### src/rtl/rx_fsm.sv
// Receive-side endpoint engine.
// Flits from switch port 0 land in a DEPTH-entry FIFO (one credit per entry).
// The engine decodes each packet header, then streams the packet into its
// per-message RX buffer slot, and flags the slot valid when complete.
// Optional build macro: RX_FSM_ID_CHECK_EN -- flags err[2] when a non-header
// flit of a packet carries an id different from its header.
//
// Header encoding: bits [7:0] of the header payload give the flit count of
// the packet (header included); a value of 0 is treated as a header-only
// packet.

package chiplet_types_pkg;
    localparam int PKT_LENGTH_WIDTH = 8;

    function automatic logic [PKT_LENGTH_WIDTH-1:0] expected_num_flits(
        input logic [7:0] len_field
    );
        expected_num_flits = (len_field == 8'd0) ? 8'd1 : len_field;
    endfunction
endpackage

// state | meaning
// IDLE  | waiting for a header at the FIFO head; decodes it without popping
// WRITE | streaming packet words into the slot, one per accepted bus write
// DROP  | discarding a packet (slot still valid, or too long for the slot)
module rx_fsm
    import chiplet_types_pkg::*;
#(
    parameter int          NUM_MSGS     = 4,
    parameter logic [31:0] RX_BASE_ADDR = 32'h2000,
    parameter int          SLOT_WORDS   = 128,
    parameter int          DEPTH        = 8,
    localparam int         PKT_ID_WIDTH = $clog2(NUM_MSGS)
) (
    input  logic                                 clk,
    input  logic                                 n_rst,
    rx_fsm_if.master                             bus,
    output logic [NUM_MSGS-1:0]                  pkt_valid_o,
    output logic [NUM_MSGS*5-1:0]                pkt_src_o,
    output logic [NUM_MSGS*PKT_LENGTH_WIDTH-1:0] pkt_len_o,
    input  logic [NUM_MSGS-1:0]                  pkt_ack_i,
    output logic [2:0]                           err_o,
    input  logic                                 err_clr_i
);

    localparam int PTR_W = (DEPTH > 1) ? $clog2(DEPTH) : 1;
    localparam int CNT_W = $clog2(DEPTH + 1);

    typedef enum logic [1:0] {
        IDLE  = 2'd0,
        WRITE = 2'd1,
        DROP  = 2'd2
    } state_t;

    state_t state_q, state_d;

    // FIFO
    logic [PTR_W-1:0]        rd_ptr_q, wr_ptr_q;
    logic [CNT_W-1:0]        count_q;
    logic [31:0]             fifo_data_q [DEPTH];
    logic [PKT_ID_WIDTH-1:0] fifo_id_q   [DEPTH];
    logic [4:0]              fifo_req_q  [DEPTH];
    logic                    fifo_empty, fifo_full;
    logic                    push, pop, overflow;
    logic [31:0]             head_data;
    logic [PKT_ID_WIDTH-1:0] head_id;
    logic [4:0]              head_req;

    // packet context
    logic [PKT_ID_WIDTH-1:0]     cur_id_q, cur_id_d;
    logic [4:0]                  cur_req_q, cur_req_d;
    logic [PKT_LENGTH_WIDTH-1:0] len_q, len_d;
    logic [PKT_LENGTH_WIDTH-1:0] word_q, word_d;
    logic [PKT_LENGTH_WIDTH-1:0] hdr_len;
    logic                        last_word;
    logic                        done;
    logic                        drop_err;
    logic                        id_err;

    // bus side
    logic        mem_wen;
    logic [31:0] mem_addr;
    logic [31:0] slot_base;

    // status
    logic [NUM_MSGS-1:0]                        pkt_valid_q, pkt_valid_d;
    logic [NUM_MSGS-1:0]                        set_vec;
    logic [NUM_MSGS-1:0][4:0]                   pkt_src_q;
    logic [NUM_MSGS-1:0][PKT_LENGTH_WIDTH-1:0]  pkt_len_q;
    logic [2:0]                                 err_q, err_d;

    function automatic logic [PTR_W-1:0] ptr_inc(input logic [PTR_W-1:0] p);
        ptr_inc = (p == PTR_W'(DEPTH - 1)) ? '0 : p + 1'b1;
    endfunction

    assign fifo_empty = (count_q == '0);
    assign fifo_full  = (count_q == CNT_W'(DEPTH));
    assign head_data  = fifo_data_q[rd_ptr_q];
    assign head_id    = fifo_id_q[rd_ptr_q];
    assign head_req   = fifo_req_q[rd_ptr_q];

    // A full FIFO still accepts a flit when an entry leaves in the same cycle.
    assign push     = bus.flit_vld && (!fifo_full || pop);
    assign overflow = bus.flit_vld && fifo_full && !pop;

    assign hdr_len   = expected_num_flits(head_data[7:0]);
    assign last_word = (word_q == len_q - 1'b1);
    assign slot_base = RX_BASE_ADDR + 32'(cur_id_q) * 32'(SLOT_WORDS * 4);

    // FIFO pointers and occupancy; reset flushes without returning credits
    always_ff @(posedge clk or negedge n_rst) begin
        if (!n_rst) begin
            rd_ptr_q <= '0;
            wr_ptr_q <= '0;
            count_q  <= '0;
        end else begin
            if (push) wr_ptr_q <= ptr_inc(wr_ptr_q);
            if (pop)  rd_ptr_q <= ptr_inc(rd_ptr_q);
            case ({push, pop})
                2'b10:   count_q <= count_q + 1'b1;
                2'b01:   count_q <= count_q - 1'b1;
                default: count_q <= count_q;
            endcase
        end
    end

    // FIFO storage; contents are only meaningful below count_q
    always_ff @(posedge clk) begin
        if (push) begin
            fifo_data_q[wr_ptr_q] <= bus.flit_data;
            fifo_id_q[wr_ptr_q]   <= bus.flit_id;
            fifo_req_q[wr_ptr_q]  <= bus.flit_req;
        end
    end

    // State and packet-context registers
    always_ff @(posedge clk or negedge n_rst) begin
        if (!n_rst) begin
            state_q   <= IDLE;
            cur_id_q  <= '0;
            cur_req_q <= '0;
            len_q     <= '0;
            word_q    <= '0;
        end else begin
            state_q   <= state_d;
            cur_id_q  <= cur_id_d;
            cur_req_q <= cur_req_d;
            len_q     <= len_d;
            word_q    <= word_d;
        end
    end

    // Next-state, pop and bus-request decode
    always_comb begin
        state_d   = state_q;
        cur_id_d  = cur_id_q;
        cur_req_d = cur_req_q;
        len_d     = len_q;
        word_d    = word_q;
        pop       = 1'b0;
        mem_wen   = 1'b0;
        mem_addr  = '0;
        done      = 1'b0;
        drop_err  = 1'b0;

        case (state_q)
            IDLE: begin
                if (!fifo_empty) begin
                    cur_id_d  = head_id;
                    cur_req_d = head_req;
                    len_d     = hdr_len;
                    word_d    = '0;
                    if (pkt_valid_q[head_id] || (int'(hdr_len) > SLOT_WORDS)) begin
                        state_d  = DROP;
                        drop_err = 1'b1;
                    end else begin
                        state_d = WRITE;
                    end
                end
            end

            WRITE: begin
                mem_wen  = !fifo_empty;
                mem_addr = slot_base + 32'({word_q, 2'b00});
                if (mem_wen && !bus.mem_stall) begin
                    pop    = 1'b1;
                    word_d = word_q + 1'b1;
                    if (last_word) begin
                        state_d = IDLE;
                        done    = 1'b1;
                    end
                end
            end

            DROP: begin
                if (!fifo_empty) begin
                    pop    = 1'b1;
                    word_d = word_q + 1'b1;
                    if (last_word) state_d = IDLE;
                end
            end

            default: state_d = IDLE;
        endcase
    end

`ifdef RX_FSM_ID_CHECK_EN
    // Word 0 is the header that defined cur_id; every later entry must match it.
    assign id_err = pop && (word_q != '0) && (head_id != cur_id_q);
`else
    assign id_err = 1'b0;
`endif

    assign set_vec = done ? (NUM_MSGS'(1) << cur_id_q) : '0;

    // Status next-state: a new set beats an ack, a new error beats a clear
    always_comb begin
        pkt_valid_d = (pkt_valid_q & ~pkt_ack_i) | set_vec;
        err_d       = (err_clr_i ? 3'b000 : err_q) | {id_err, drop_err, overflow};
    end

    // Per-slot status and sticky error registers
    always_ff @(posedge clk or negedge n_rst) begin
        if (!n_rst) begin
            pkt_valid_q <= '0;
            pkt_src_q   <= '0;
            pkt_len_q   <= '0;
            err_q       <= '0;
        end else begin
            pkt_valid_q <= pkt_valid_d;
            err_q       <= err_d;
            if (done) begin
                pkt_src_q[cur_id_q] <= cur_req_q;
                pkt_len_q[cur_id_q] <= len_q;
            end
        end
    end

    assign bus.mem_wen       = mem_wen;
    assign bus.mem_addr      = mem_addr;
    assign bus.mem_wdata     = mem_wen ? head_data : 32'h0;
    assign bus.mem_strobe    = mem_wen ? 4'hF : 4'h0;
    assign bus.credit_return = pop;

    assign pkt_valid_o = pkt_valid_q;
    assign pkt_src_o   = pkt_src_q;
    assign pkt_len_o   = pkt_len_q;
    assign err_o       = err_q;

endmodule

### src/rtl/rx_fsm_if.sv
// Flit delivery and RX-buffer write bus for the receive endpoint.
// master: the rx_fsm engine (sinks flits, drives bus writes and credits).
// slave : the switch port and memory side that face the engine.
interface rx_fsm_if #(
    parameter int ID_W = 2
);
    logic            flit_vld;
    logic [ID_W-1:0] flit_id;
    logic [4:0]      flit_req;
    logic [31:0]     flit_data;
    logic            credit_return;
    logic            mem_wen;
    logic [31:0]     mem_addr;
    logic [31:0]     mem_wdata;
    logic [3:0]      mem_strobe;
    logic            mem_stall;

    modport master (
        input  flit_vld, flit_id, flit_req, flit_data, mem_stall,
        output credit_return, mem_wen, mem_addr, mem_wdata, mem_strobe
    );

    modport slave (
        output flit_vld, flit_id, flit_req, flit_data, mem_stall,
        input  credit_return, mem_wen, mem_addr, mem_wdata, mem_strobe
    );
endinterface

### src/flat_wrapper.sv
// flat-port wrapper written by rule: the top's interface ports become plain ports
module rx_fsm_flat import chiplet_types_pkg::*;
#(
    parameter int          NUM_MSGS     = 4,
    parameter logic [31:0] RX_BASE_ADDR = 32'h2000,
    parameter int          SLOT_WORDS   = 128,
    parameter int          DEPTH        = 8,
    localparam int         PKT_ID_WIDTH = $clog2(NUM_MSGS)
)
  (clk, n_rst, pkt_valid_o, pkt_src_o, pkt_len_o, pkt_ack_i, err_o, err_clr_i, bus_flit_vld, bus_flit_id, bus_flit_req, bus_flit_data, bus_mem_stall, bus_credit_return, bus_mem_wen, bus_mem_addr, bus_mem_wdata, bus_mem_strobe);
  rx_fsm_if #(.ID_W(2)) bus_i ();
  input  logic clk;
  input  logic n_rst;
  output logic [NUM_MSGS-1:0] pkt_valid_o;
  output logic [NUM_MSGS*5-1:0] pkt_src_o;
  output logic [NUM_MSGS*PKT_LENGTH_WIDTH-1:0] pkt_len_o;
  input  logic [NUM_MSGS-1:0] pkt_ack_i;
  output logic [2:0] err_o;
  input  logic err_clr_i;
  input wire logic [$bits(bus_i.flit_vld)-1:0] bus_flit_vld;
  input wire logic [$bits(bus_i.flit_id)-1:0] bus_flit_id;
  input wire logic [$bits(bus_i.flit_req)-1:0] bus_flit_req;
  input wire logic [$bits(bus_i.flit_data)-1:0] bus_flit_data;
  input wire logic [$bits(bus_i.mem_stall)-1:0] bus_mem_stall;
  output wire logic [$bits(bus_i.credit_return)-1:0] bus_credit_return;
  output wire logic [$bits(bus_i.mem_wen)-1:0] bus_mem_wen;
  output wire logic [$bits(bus_i.mem_addr)-1:0] bus_mem_addr;
  output wire logic [$bits(bus_i.mem_wdata)-1:0] bus_mem_wdata;
  output wire logic [$bits(bus_i.mem_strobe)-1:0] bus_mem_strobe;
  assign bus_i.flit_vld = bus_flit_vld;
  assign bus_i.flit_id = bus_flit_id;
  assign bus_i.flit_req = bus_flit_req;
  assign bus_i.flit_data = bus_flit_data;
  assign bus_i.mem_stall = bus_mem_stall;
  assign bus_credit_return = bus_i.credit_return;
  assign bus_mem_wen = bus_i.mem_wen;
  assign bus_mem_addr = bus_i.mem_addr;
  assign bus_mem_wdata = bus_i.mem_wdata;
  assign bus_mem_strobe = bus_i.mem_strobe;
  rx_fsm #(.NUM_MSGS(NUM_MSGS), .RX_BASE_ADDR(RX_BASE_ADDR), .SLOT_WORDS(SLOT_WORDS), .DEPTH(DEPTH)) u_core (.clk(clk), .n_rst(n_rst), .bus(bus_i), .pkt_valid_o(pkt_valid_o), .pkt_src_o(pkt_src_o), .pkt_len_o(pkt_len_o), .pkt_ack_i(pkt_ack_i), .err_o(err_o), .err_clr_i(err_clr_i));
endmodule
### config.mk
export PLATFORM = sky130hd
export DESIGN_NAME = rx_fsm_flat
export DESIGN_NICKNAME = d
export VERILOG_FILES = /design/src/rtl/rx_fsm.sv /design/src/rtl/rx_fsm_if.sv /design/src/flat_wrapper.sv
export SDC_FILE = /design/constraint.sdc
export NUM_CORES = 1
export LEC_CHECK = 0
export ABC_AREA = 1
export BUFFER_PORTS_ARGS = -buffer_cell sky130_fd_sc_hd__buf_4
export CORE_ASPECT_RATIO = 2
export CORE_MARGIN = 4
export CORE_UTILIZATION = 55
export CTS_CLUSTER_SIZE = 12
export DETAILED_ROUTE_END_ITERATION = 6
export PLACE_DENSITY = 0.87
export SKIP_LAST_GASP = 1
export SYNTH_ARGS = -nofsm -noshare
export SYNTH_HDL_FRONTEND = slang
export SYNTH_SLANG_ARGS = --single-unit
### constraint.sdc
create_clock -name clk -period 6.8 [get_ports clk]
set_input_delay 0.34 -clock clk [delete_from_list [all_inputs] [get_ports clk]]
set_output_delay 0.34 -clock clk [all_outputs]
set_load 0.01 [all_outputs]
---- Word-level counts from Yosys, hierarchy flattened ----
Memories as Yosys holds them, arrays and structs flattened. A register that Yosys moved wholly into a read port is not among the register bits.
Index checks and enable logic that the tools add are counted.
operators by class
  add/sub/neg operators ................... 8
  $lt $le $gt $ge ......................... 4
  eq/ne operators ......................... 11
  shift operators ......................... 1
  muxes and demuxes ....................... 39
  bitwise logic cells ..................... 5
  reduce and logical (&&, ||, !) cells .... 20
operators by type and width
  kind                    number
  $mux 32                 2
  $mux 8                  5
  $add 32x10->32          1
  $bwmux 32               1
  $pmux 8 s3              1
  $bwmux 20               1
  $demux 8 s2             1
  $add 14x11->15 const A  1
  $mux 1                  12
  $demux 5 s2             1
  $mux 2                  5
  $mux 3                  3
  $add 8x1->8 const B     1
  $eq 8x8->1              1
  $gt 8x8->1 const B      1
  $logic_not 8->1         1
  $mux 4                  2
  $pmux 4 s2              1
  $sub 8x1->8 const B     1
  $add 3x1->3 const B     2
  $eq 3x3->1 const B      2
  $lt 2x3->1 const B      2
  $pmux 2 s3              1
  $logic_and 1x1->1       5
  other kinds (26)        34
word-level totals
  bits in registers ....................... 89
  memory bits (writable) .................. 312
  bits of input ports ..................... 48
  output and inout bits ................... 129
  word-level logic and storage cells ...... 108
  memories ................................ 3
memories
  name                words  width  rd ports  clocked after memory_dff  wr ports  line          source
  u_core.fifo_data_q  8      32     1         0                         1         rx_fsm.sv:60  logic [31:0] fifo_data_q [DEPTH];
  u_core.fifo_req_q   8      5      1         1                         1         rx_fsm.sv:62  logic [4:0] fifo_req_q [DEPTH];
  u_core.fifo_id_q    8      2      1         0                         1         rx_fsm.sv:61  logic [PKT_ID_WIDTH-1:0] fifo_id_q [DEPTH];

---- Depth between registers and ports, before layout ----
  depth in word-level cells ............... 9
  mapped depth ............................ 18
  gate-level depth less buffers ........... 18

---- Worst setup path before layout ----
No wires, ideal clock.
  path type ............................... reg-to-reg
  from .................................... reg u_core.state_q[1]
  to ...................................... mem u_core.fifo_data_q[6][0], enable pin
  setup time .............................. 484 ps
  arrival time ............................ 4,184 ps
  required time ........................... 6,316 ps
  slack ................................... 2,132 ps
  stages on the path, launching flop included .. 11
  path buffers ............................ 0
  clock period less this slack ............ 4,668 ps
  cell sequence ........................... dfrtp_1 -> inv_1 -> ha_1 -> nand2_1 -> nor2_1 -> inv_1 -> nand2_1 -> nand2_1 -> nand2_1 -> nand2_1 -> nor3_1
on the way
  longest elaborated chain between the ends .. 6
  elaborated cells between the ends (all ways) .. 7
  classes of those cells .................. eq/ne: 2; mux: 3; reduce/logical: 2
RTL lines
  element                                   line           source
  start, declared                           rx_fsm.sv:55   state_t state_q, state_d;
  start signal, assigned                    rx_fsm.sv:145  state_q <= state_d;
  $eq 2x2->1 or $eq 2x1->1 (tied branches)  rx_fsm.sv:166  case (state_q)
  $pmux 1 s2 (*)                            rx_fsm.sv:166
  $logic_or 1x1->1 (*)                      rx_fsm.sv:103  assign push = bus.flit_vld && (!fifo_full || pop);
  $logic_and 1x1->1 (*)                     rx_fsm.sv:103
  $mux 1 (*)                                rx_fsm.sv:129  if (push) begin
  $mux 1 (not written as such) (*)          rx_fsm.sv:130  fifo_data_q[wr_ptr_q] <= bus.flit_data;
  end, declared                             rx_fsm.sv:60
Every way passes the cells marked *; elsewhere a longest branch is shown, timed or not.

---- Worst setup path after layout ----
  from .................................... reg u_core.rd_ptr_q[0]
  to ...................................... out bus_mem_wdata[7]
on the way
  longest elaborated chain between the ends .. 2
RTL lines
  element                 line                source
  start, declared         rx_fsm.sv:58        logic [PTR_W-1:0] rd_ptr_q, wr_ptr_q;
  start signal, assigned  rx_fsm.sv:118       if (pop) rd_ptr_q <= ptr_inc(rd_ptr_q);
  $mem_v2 8x32            n/a
  $mux 32                 rx_fsm.sv:241       assign bus.mem_wdata = mem_wen ? head_data : 32'h0;
  end, declared           flat_wrapper.sv:28  output wire logic [$bits(bus_i.mem_wdata)-1:0] bus_mem_wdata;
No other way between the ends.

==> results.py <==
metrics = {
    "cts": {
        "cts.sinks": 405,
        "cts_buffers": 40,
        "clk_latency_ns": 0.55,
        "cts_resized": 0,
        "postCtsSetupRepairBufs": 0,
        "holdBufCountCts": 6,
        "h-tree-depth": 2,
        "clk_path_buf_depth": 3,
        "clk_pin_slew_worst_paths_ns": 0.06,
        "clockRootBuffer": "clkbuf_16",
        "cts_tree": "built",
    },
    "worst_hold_path": {
        "hold_class": "in -> reg",
    },
    "timing": {
        "setup_viol": 0,
        "slew_violations": 0,
        "setup_tns_ns": 0,
        "finalCritPeriodShare": 0.634,
        "finalHoldViolCount": 0,
        "worstMarginPinSlew_ns": 1.29,
        "skew_ns": 0.0230,
        "whs_ns": 0.0122,
        "rsz0062_at_grt": "false",
        "relSlewSlack": 0.136,
        "period_minus_slack_ns": 4.31,
        "fmax_ghz": 0.232,
        "setup_ws_ns": 2.49,
    },
    "critical_path": {
        "cpPeakStageDelay_ns": 0.78,
        "critPathKind": "reg -> out",
        "start_kind": "flip-flop",
        "crit_chain": "inv_4, buf_4, o21ai_0, o22ai_1, inv_1, o21ai_0, inv_1, nor2_1, buf_4",
        "worst_setup_path_end_kind": "output port",
        "slowest_stage": "dfrtp_4",
        "worst-path-buf-inv": 5,
        "path_max_fanout": 89,
        "worstPathArrival_ns": 3.97,
        "required_ns": 6.46,
        "critical_path.top_delay_family": "buffers and inverters",
    },
    "final_layout": {
        "area_delta_synth_final_pct": 14.7,
        "final_common_cell": "edfxtp_1",
        "layout_common_cells": "312 x edfxtp_1, 270 x nand2_1, 236 x nor2_1",
        "diodes": 0,
        "layout-drive-gt1-share": 0.143,
        "final_cell_count_no_fill": 2037,
        "design_area_sq_um": 19300,
        "layout.nets": 1719,
    },
    "synth": {
        "synth_area_sq_um": 16900,
        "synth_seq_area_share": 0.694,
        "ys_ff_latch": 405,
        "avgSynthCellArea_sq_um": 11.1,
        "ys_warn_count": 0,
        "syn_inst": 1518,
        "synth_cell_types": 36,
    },
    "detailed_routing": {
        "first_iter_violations": 1176,
        "drc_errors": 0,
        "vias_per_cell": 5.88,
        "vias": 12000,
        "wl_um": 40800,
        "ant_nets": 0,
        "dr.pass1.iters": 5,
        "routedWlPerCell_um": 20.0,
    },
    "placement": {
        "post_dp_cell_area_sq_um": 18200,
        "place_congestion": 0.924,
        "place_ws_ns": 2.98,
        "dp_hpwl_um": 25000,
        "place_inst": 1975,
        "port_buffers": 154,
    },
    "global_route": {
        "grt_max_degree": 90,
        "antenna_found_initial": 0,
        "grt_usage": 0.239,
        "grt_pass1_wl_um": 63700,
        "grt_pass1_vias": 11900,
        "grt_overflow": 0,
    },
    "floorplan": {
        "io_pins": 177,
        "core_sq_um": 30200,
        "initial_utilization": 0.558,
        "dieWidth_um": 132,
        "row_count": 90,
        "die-area_sq_um": 33700,
        "die_h_um": 256,
    },
    "pwr": {
        "power.density_nw_per_um2": 404,
        "ir_drop_v": 0.000266,
        "pwr-share-clk": 0.251,
        "leakagePower_nw": 7.82,
        "p_comb_frac": 0.318,
        "power_frac_seq": 0.431,
        "switchingPower_mw": 2.90,
        "switching_share": 0.372,
        "p_int_mw": 4.90,
    },
    "outcome": {
        "outcome": "completed",
    },
    "flow_run": {
        "maxCapViolations": 0,
    },
}
## flip-flops by register name, indices dropped and copies added, names as in the netlist
| register | count |
|---|---|
| u_core.wr_ptr_q | 3 |
| u_core.rd_ptr_q | 3 |
| u_core.cur_req_q | 5 |
| u_core.pkt_valid_o | 4 |
| u_core.word_q | 8 |
| u_core.state_q | 2 |
| u_core.len_q | 8 |
| u_core.count_q | 4 |
| u_core.pkt_src_o | 20 |
| u_core.fifo_id_q | 16 |
| u_core.pkt_len_o | 32 |
| u_core.fifo_req_q | 40 |
| u_core.err_o | 2 |
| u_core.cur_id_q | 2 |
| u_core.fifo_data_q | 256 |
## metal layers
| layer | up-vias | wire length [um] | global-route usage |
|---|---|---|---|
| li1 | 5440 | - | - |
| met1 | 5752 | 14000 | 0.268 |
| met2 | 641 | 21800 | 0.432 |
| met3 | 145 | 2880 | 0.0413 |
| met4 | 0 | 2110 | 0.124 |
| met5 | - | 0 | 0 |
## layout make-up
type	count	area [sq um]
fillers	2220	10800
inverters	89	337
repair buffers	178	1350
clock buffers	51	1040
flip-flops and latches	405	11700
multi-input cells	941	4390
clock inverters	5	57.6
well taps	368	460
## cell usage after synthesis
cell      count  area (sq um)
nand4_1       2          12.5
dfrtp_1      93          2330
o21ai_1      35           175
inv_2         1          3.75
nand2_1     270          1010
ha_1         15           188
conb_1        1          3.75
o22ai_1      31           194
nor2_2        4          25.0
inv_1        87           327
nand4_2       1          12.5
clkinv_1      1          3.75
xor2_1        2          17.5
buf_2        14          70.1
a22o_1        1          8.76
nor3_1        7          35.0
xnor2_1       2          17.5
nor3b_1       1          7.51
nor2_8        1          20.0
o221ai_1      7          61.3
o21ai_0     207          1040
buf_1         5          18.8
nor4_1        1          6.26
nand3_1      49           245
a211oi_1      1          7.51
buf_4        26           195
nand2_2       2          12.5
a31oi_1      25           156
buf_6         8          90.1
edfxtp_1    312          9370
fa_1          1          20.0
o21a_1        1          7.51
a21oi_1      10          50.1
o211ai_1      3          22.5
clkbuf_1     51           191
nor2_1      240           901
## through the flow
step | total power [mW] | util
after CTS | 7.81 | 0.641
after global placement | 5.72 | 0.602
final | 7.80 | 0.641
after global routing | 8.25 | 0.641
after floorplan | 4.97 | -
after detailed placement | 5.84 | 0.602
## power groups by stage
stage          combinational, mW  sequential (mW)  clock [mW]
6_report                    2.48             3.36        1.96
5_1_grt                     2.77             3.39        2.09
4_1_cts                     2.47             3.35        1.98
3_5_place_dp                2.44             3.40           0
3_3_place_gp                2.34             3.38           0
2_1_floorplan               1.71             3.26           0
## worst paths after layout
| check | start | endpoint | slack [ns] | depth (start not counted) |
|---|---|---|---|---|
| worst max-delay path | u_core.rd_ptr_q[0] | bus_mem_wdata[7] | 2.49 | 9 |
| worst min-delay path | bus_flit_req[3] | u_core.fifo_req_q[1][3] | 0.01 | 1 |
| worst max register to register | u_core.state_q[1] | u_core.fifo_data_q[2][17] | 2.90 | 11 |
| worst min register to register | u_core.pkt_len_o[24] | u_core.pkt_len_o[24] | 0.49 | 2 |
| max in group asynchronous | n_rst | u_core.pkt_len_o[5] | 5.37 | 3 |
| min in group asynchronous | n_rst | u_core.word_q[0] | 0.27 | 2 |
## worst register-to-register path, cell delays in order, from the launching register on
cell     delay [ns]
dfrtp_1        0.42
inv_1          0.10
ha_1           0.49
nand2_1        0.37
nor2_1         0.18
inv_1          0.08
nand2_1        0.06
nand2_1        0.09
nand2_1        0.11
nand2_1        0.23
nor3_2         0.82
buf_4          0.56
## kinds of logic (layout without fill, tap and decap cells)
| family | Yosys count | after routing | share of synthesized area |
|---|---|---|---|
| xor gates and xnor gates | 4 | 4 | 0.00208 |
| and+or+nand+nor | 578 | 578 | 0.136 |
| buffers and inverters | 193 | 323 | 0.0534 |
| DFF | 405 | 405 | 0.694 |
| AOI/OAI and AO/OA | 321 | 321 | 0.102 |
| adders and majority gates | 16 | 16 | 0.0123 |
| other | 1 | 22 | 0.000223 |
Note: power is estimated with default switching activity, not from simulation.
